<file path="src/rtl/johnson_seq_ctrl.sv">
// Run-controlled multi-phase sequencer: a Johnson register stepped by a prescaler,
// counting revolutions, with one-hot phase decode and a sticky illegal-code flag.
module johnson_seq_ctrl #(
  parameter int WIDTH = 4,
  parameter int CNT_W = 8,
  parameter int DIV_W = 8
) (
  input  logic               clk,
  input  logic               rst_n,
  input  logic               start,
  input  logic               stop,
  input  logic [CNT_W-1:0]   run_len,
  input  logic [DIV_W-1:0]   div,
  output logic               busy,
  output logic               done,
  output logic [WIDTH-1:0]   johnson,
  output logic [2*WIDTH-1:0] phase,
  output logic               err
);

  localparam int KW = $clog2(2*WIDTH) + 1;

  typedef enum logic {S_IDLE, S_RUN} state_t;

  state_t             r_state, w_state_nxt;
  logic [WIDTH-1:0]   r_johnson, w_johnson_nxt;
  logic [DIV_W-1:0]   r_presc, w_presc_nxt;
  logic [DIV_W-1:0]   r_div, w_div_nxt;
  logic [CNT_W-1:0]   r_rev, w_rev_nxt;
  logic [CNT_W-1:0]   r_len, w_len_nxt;
  logic               r_err, w_err_nxt;
  logic               r_done, w_done_nxt;

  logic               w_tick;
  logic               w_wrap;
  logic               w_finish;
  logic               w_legal;
  logic [CNT_W-1:0]   w_rev_inc;
  logic [WIDTH-1:0]   w_step;
  logic [KW-1:0]      w_pop;
  logic [KW-1:0]      w_trans;
  logic [KW-1:0]      w_k;

  assign w_tick    = (r_presc == r_div);
  assign w_step    = {r_johnson[WIDTH-2:0], ~r_johnson[WIDTH-1]};
  assign w_wrap    = w_tick && (r_johnson == {1'b1, {(WIDTH-1){1'b0}}});
  assign w_rev_inc = r_rev + 1'b1;
  assign w_finish  = w_wrap && (r_len != '0) && (w_rev_inc == r_len);

  // Popcount drives the phase index; adjacent-bit transition count drives legality.
  always_comb begin
    w_pop   = '0;
    w_trans = '0;
    for (int unsigned i = 0; i < WIDTH; i++) begin
      w_pop = w_pop + KW'(r_johnson[i]);
    end
    for (int unsigned i = 0; i + 1 < WIDTH; i++) begin
      w_trans = w_trans + KW'(r_johnson[i] ^ r_johnson[i+1]);
    end
  end

  assign w_legal = (w_trans <= KW'(1));
  assign w_k     = r_johnson[WIDTH-1] ? (KW'(2*WIDTH) - w_pop) : w_pop;

  always_comb begin
    w_state_nxt   = r_state;
    w_johnson_nxt = r_johnson;
    w_presc_nxt   = r_presc;
    w_div_nxt     = r_div;
    w_rev_nxt     = r_rev;
    w_len_nxt     = r_len;
    w_err_nxt     = r_err;
    w_done_nxt    = 1'b0;
    case (r_state)
      S_IDLE: begin
        if (start && !stop) begin
          w_state_nxt   = S_RUN;
          w_johnson_nxt = '0;
          w_presc_nxt   = '0;
          w_rev_nxt     = '0;
          w_len_nxt     = run_len;
          w_div_nxt     = div;
          w_err_nxt     = 1'b0;
        end
      end
      S_RUN: begin
        if (stop) begin
          w_state_nxt   = S_IDLE;
          w_johnson_nxt = '0;
        end else begin
          w_presc_nxt = w_tick ? '0 : r_presc + 1'b1;
          if (!w_legal) begin
            // Recovery zeroes the register but keeps the prescaler cadence running.
            w_err_nxt     = 1'b1;
            w_johnson_nxt = '0;
          end else if (w_tick) begin
            w_johnson_nxt = w_step;
            if (w_wrap) w_rev_nxt = w_rev_inc;
            if (w_finish) begin
              w_state_nxt   = S_IDLE;
              w_johnson_nxt = '0;
              w_done_nxt    = 1'b1;
            end
          end
        end
      end
      default: w_state_nxt = S_IDLE;
    endcase
  end

  always_ff @(posedge clk or negedge rst_n) begin
    if (!rst_n) begin
      r_state   <= S_IDLE;
      r_johnson <= '0;
      r_presc   <= '0;
      r_div     <= '0;
      r_rev     <= '0;
      r_len     <= '0;
      r_err     <= 1'b0;
      r_done    <= 1'b0;
    end else begin
      r_state   <= w_state_nxt;
      r_johnson <= w_johnson_nxt;
      r_presc   <= w_presc_nxt;
      r_div     <= w_div_nxt;
      r_rev     <= w_rev_nxt;
      r_len     <= w_len_nxt;
      r_err     <= w_err_nxt;
      r_done    <= w_done_nxt;
    end
  end

  assign busy    = (r_state == S_RUN);
  assign done    = r_done;
  assign johnson = r_johnson;
  assign err     = r_err;
  assign phase   = busy ? ({{(2*WIDTH-1){1'b0}}, 1'b1} << w_k) : '0;

endmodule

</file>
<file path="config.mk">
export PLATFORM = sky130hd
export DESIGN_NAME = johnson_seq_ctrl
export DESIGN_NICKNAME = d
export VERILOG_FILES = /design/src/rtl/johnson_seq_ctrl.sv
export SDC_FILE = /design/constraint.sdc
export NUM_CORES = 1
export LEC_CHECK = 0
export BUFFER_PORTS_ARGS = -buffer_cell sky130_fd_sc_hd__buf_2
export CAP_MARGIN = 20
export CORE_ASPECT_RATIO = 0.75
export CORE_UTILIZATION = 57
export CTS_CLUSTER_DIAMETER = 50
export DETAILED_ROUTE_END_ITERATION = 7
export PLACE_DENSITY = 0.76
export RECOVER_POWER = 50
export SYNTH_ARGS = -nofsm -noshare
export SYNTH_HDL_FRONTEND = slang
export SYNTH_SLANG_ARGS = --single-unit
</file>
<file path="constraint.sdc">
create_clock -name clk -period 3.3 [get_ports clk]
set_clock_uncertainty 0.05 [all_clocks]
set_input_delay 0.66 -clock clk [delete_from_list [all_inputs] [get_ports clk]]
set_output_delay 0.66 -clock clk [all_outputs]
set_load 0.01 [all_outputs]
</file>
==> results.ini <==
[logic_synthesis]
syn_nets=264
synth_edf_count=0
ys_seq_area_share_pct=41.6
syn_area_sq_mm=0.00235
synthCells=234
synth_async_sr_flop_share_pct=100
synthFlopType=dfrtp_1
synth_seq_cells=39
synth_cell_types=45
ys_warn_count=0
syn_avg_cell_area_sq_um=10.0

[placement]
routabilityCongestion=0.846
dpl.hpwl_microns=3450
place_area_sq_mm=0.00259
dpl_worst_slack_ps=-4.62
port_buffers=34
dp_cells=319

[timing]
finalSetupTns_ps=-609
setup_violations=8
setup_ws_ps=-121
slew_violations=40
final_hold_viol_count=0
worst_slew_pin_slew_ps=2090
max_freq_mhz=292
finalCriticalPeriod_ps=3420
rsz0062_at_grt=yes
final.period_utilization_pct=104
max_slew_margin_pct=-39.4
hold_ws_ps=454

[floorplan]
rows=19
die_x_microns=76.1
coreArea_sq_mm=0.00380
die_area_sq_mm=0.00438
dieHeight_microns=57.6
start_util_pct=61.7
io_pins=35

[final_layout]
final_util_pct=73.1
final_common_cell=dfrtp_1
areaGrowthSynthToFinish_pct=18.5
layout-drive-gt1-share_pct=31.4
fin_cells=332
final_area_sq_mm=0.00278
final_cell_mix=dfrtp_1, buf_2, mux2_2
final_net_count=309
fill_cells=289
antenna_cells=0

[status]
violations=capacitance limit, slew limit, setup timing
outcome=complete, but fails checks

[clock_network]
htree_levels=2
worst_skew_pair.late_latency_ps=290
clk_path_buf_depth=2
cts_sinks=39
numCtsBuffers=5
cts_tree=built
ctsHoldBuffers=0
cts.root.buffer_cell=clkbuf_8
clk_pin_slew_ps=80

[detailed_routing]
wl_per_cell_microns=14.8
drtIter0Drc=110
drc=0
first_pass_iters=4
routed_wl_microns=4920
ant_nets=0
viasPerCell=5.61
num_vias=1864

[min_path]
holdPathStages=1
hold_class=reg2reg

[critical_path]
crit_path_start=johnson[0]
worstSetupPathType=reg2out
cp.required_ps=2590
reg2regPathDepth=8
endpoint_kind=primary output
worstSetupEndpoint=phase[2]
r2r_setup_slack_ps=700
cp_data_arrival_time_ps=2710
r2r_start=johnson[3]
timing.rr.end=r_rev[3]
start_kind=register
crit_fanout=4

[flow_run]
cap_violations=1

[pwr]
power.total_mw=1.22
leakage_nw=1.25
ir_worst_vdd_uv=355
power_density_mw_per_mm2=439

[global_route]
antenna_found_initial=0
grt_use_total_pct=24.3
grt_max_degree=40
grt_pass1_wl_microns=8120
grt_pass1_vias=1717
grt_overflow=0

critical path, cell delays in order (launching register included):
cell,delay [ps]
dfrtp_1,360
inv_2,50
fa_1,460
inv_1,70
ha_2,170
inv_2,40
ha_4,270
inv_4,40
ha_4,150
and3b_1,210
a21oi_1,40
o22ai_1,100
nand2_1,120
nor3_1,170
buf_2,160
synthesized netlist by cell type (all sizes together) (4+ instances only):
cell	instances	area [sq um]
dfrtp	39	976
inv	18	67.6
mux2	18	203
nor2	15	56.3
nand2	14	52.6
xnor2	14	123
o21ai	12	60.1
a21oi	10	50.1
ha	9	113
a22o	8	70.1
a31oi	7	43.8
nand3	7	47.6
nor3	7	35.0
nand4	6	37.5
and3	4	25.0
xor2	4	35.0
power breakdown:
part / internal [mW] / switching (mW) / leakage, nW
logic: 0.115 / 0.107 / 0.689
clock network: 0.225 / 0.173 / 0.0581
registers: 0.534 / 0.0664 / 0.502
total: 0.874 / 0.346 / 1.25
timing repair:
action / 4_1_cts / 5_1_grt
gates cloned: 0 / 0
endpoints found under the setup margin: 8 / 8
resized for setup: 11 / 2
pin swaps: 5 / 2
buffers inserted: 4 / 1
per-layer routing:
metal | part of all wire, % | vias to the layer above | track usage (%) | wire length [microns]
met5 | 0 | - | 0 | 0
met4 | 1.2 | 0 | 8.24 | 59
met3 | 3.9 | 6 | 5.12 | 193
met2 | 43 | 41 | 38.1 | 2130
met1 | 52 | 876 | 34.0 | 2540
li1 | - | 941 | - | -
how the worst min path moves through the flow:
stage              from  endpoint  slack (ps)
3_3_place_gp        err       err         430
3_5_place_dp        err       err         430
4_1_cts           rst_n  r_div[7]         460
5_1_grt        r_rev[7]  r_rev[7]         490
2_1_floorplan     rst_n      busy         310
6_report       r_rev[7]  r_rev[7]         450
registers in the layout, indices dropped and copies added (netlist names):
name / cells
busy: 1
done: 1
err: 1
johnson: 4
r_div: 8
r_len: 8
r_presc: 8
r_rev: 8
cells by family after synthesis:
family / Yosys count / share of synthesized area, %
flip-flops: 39 / 41.6
XOR/XNOR: 18 / 6.72
adder cells (fa/ha/maj): 10 / 5.65
buffers and inverters: 24 / 4.00
multiplexers: 18 / 8.64
AO/OA/AOI/OAI: 54 / 16.5
AND/OR/NAND/NOR: 71 / 16.9
cell type report:
type / count / area, sq um / area share [%]
clock buffers: 5 / 68.8 / 2.48
repair buffers: 44 / 241 / 8.69
clock inverters: 3 / 43.8 / 1.58
inverters: 18 / 70.1 / 2.52
well taps: 52 / 65.1 / 2.34
multi-input cells: 171 / 1310 / 47.3
flip-flops and latches: 39 / 976 / 35.1
No activity file was read; power rests on OpenSTA's default activity.
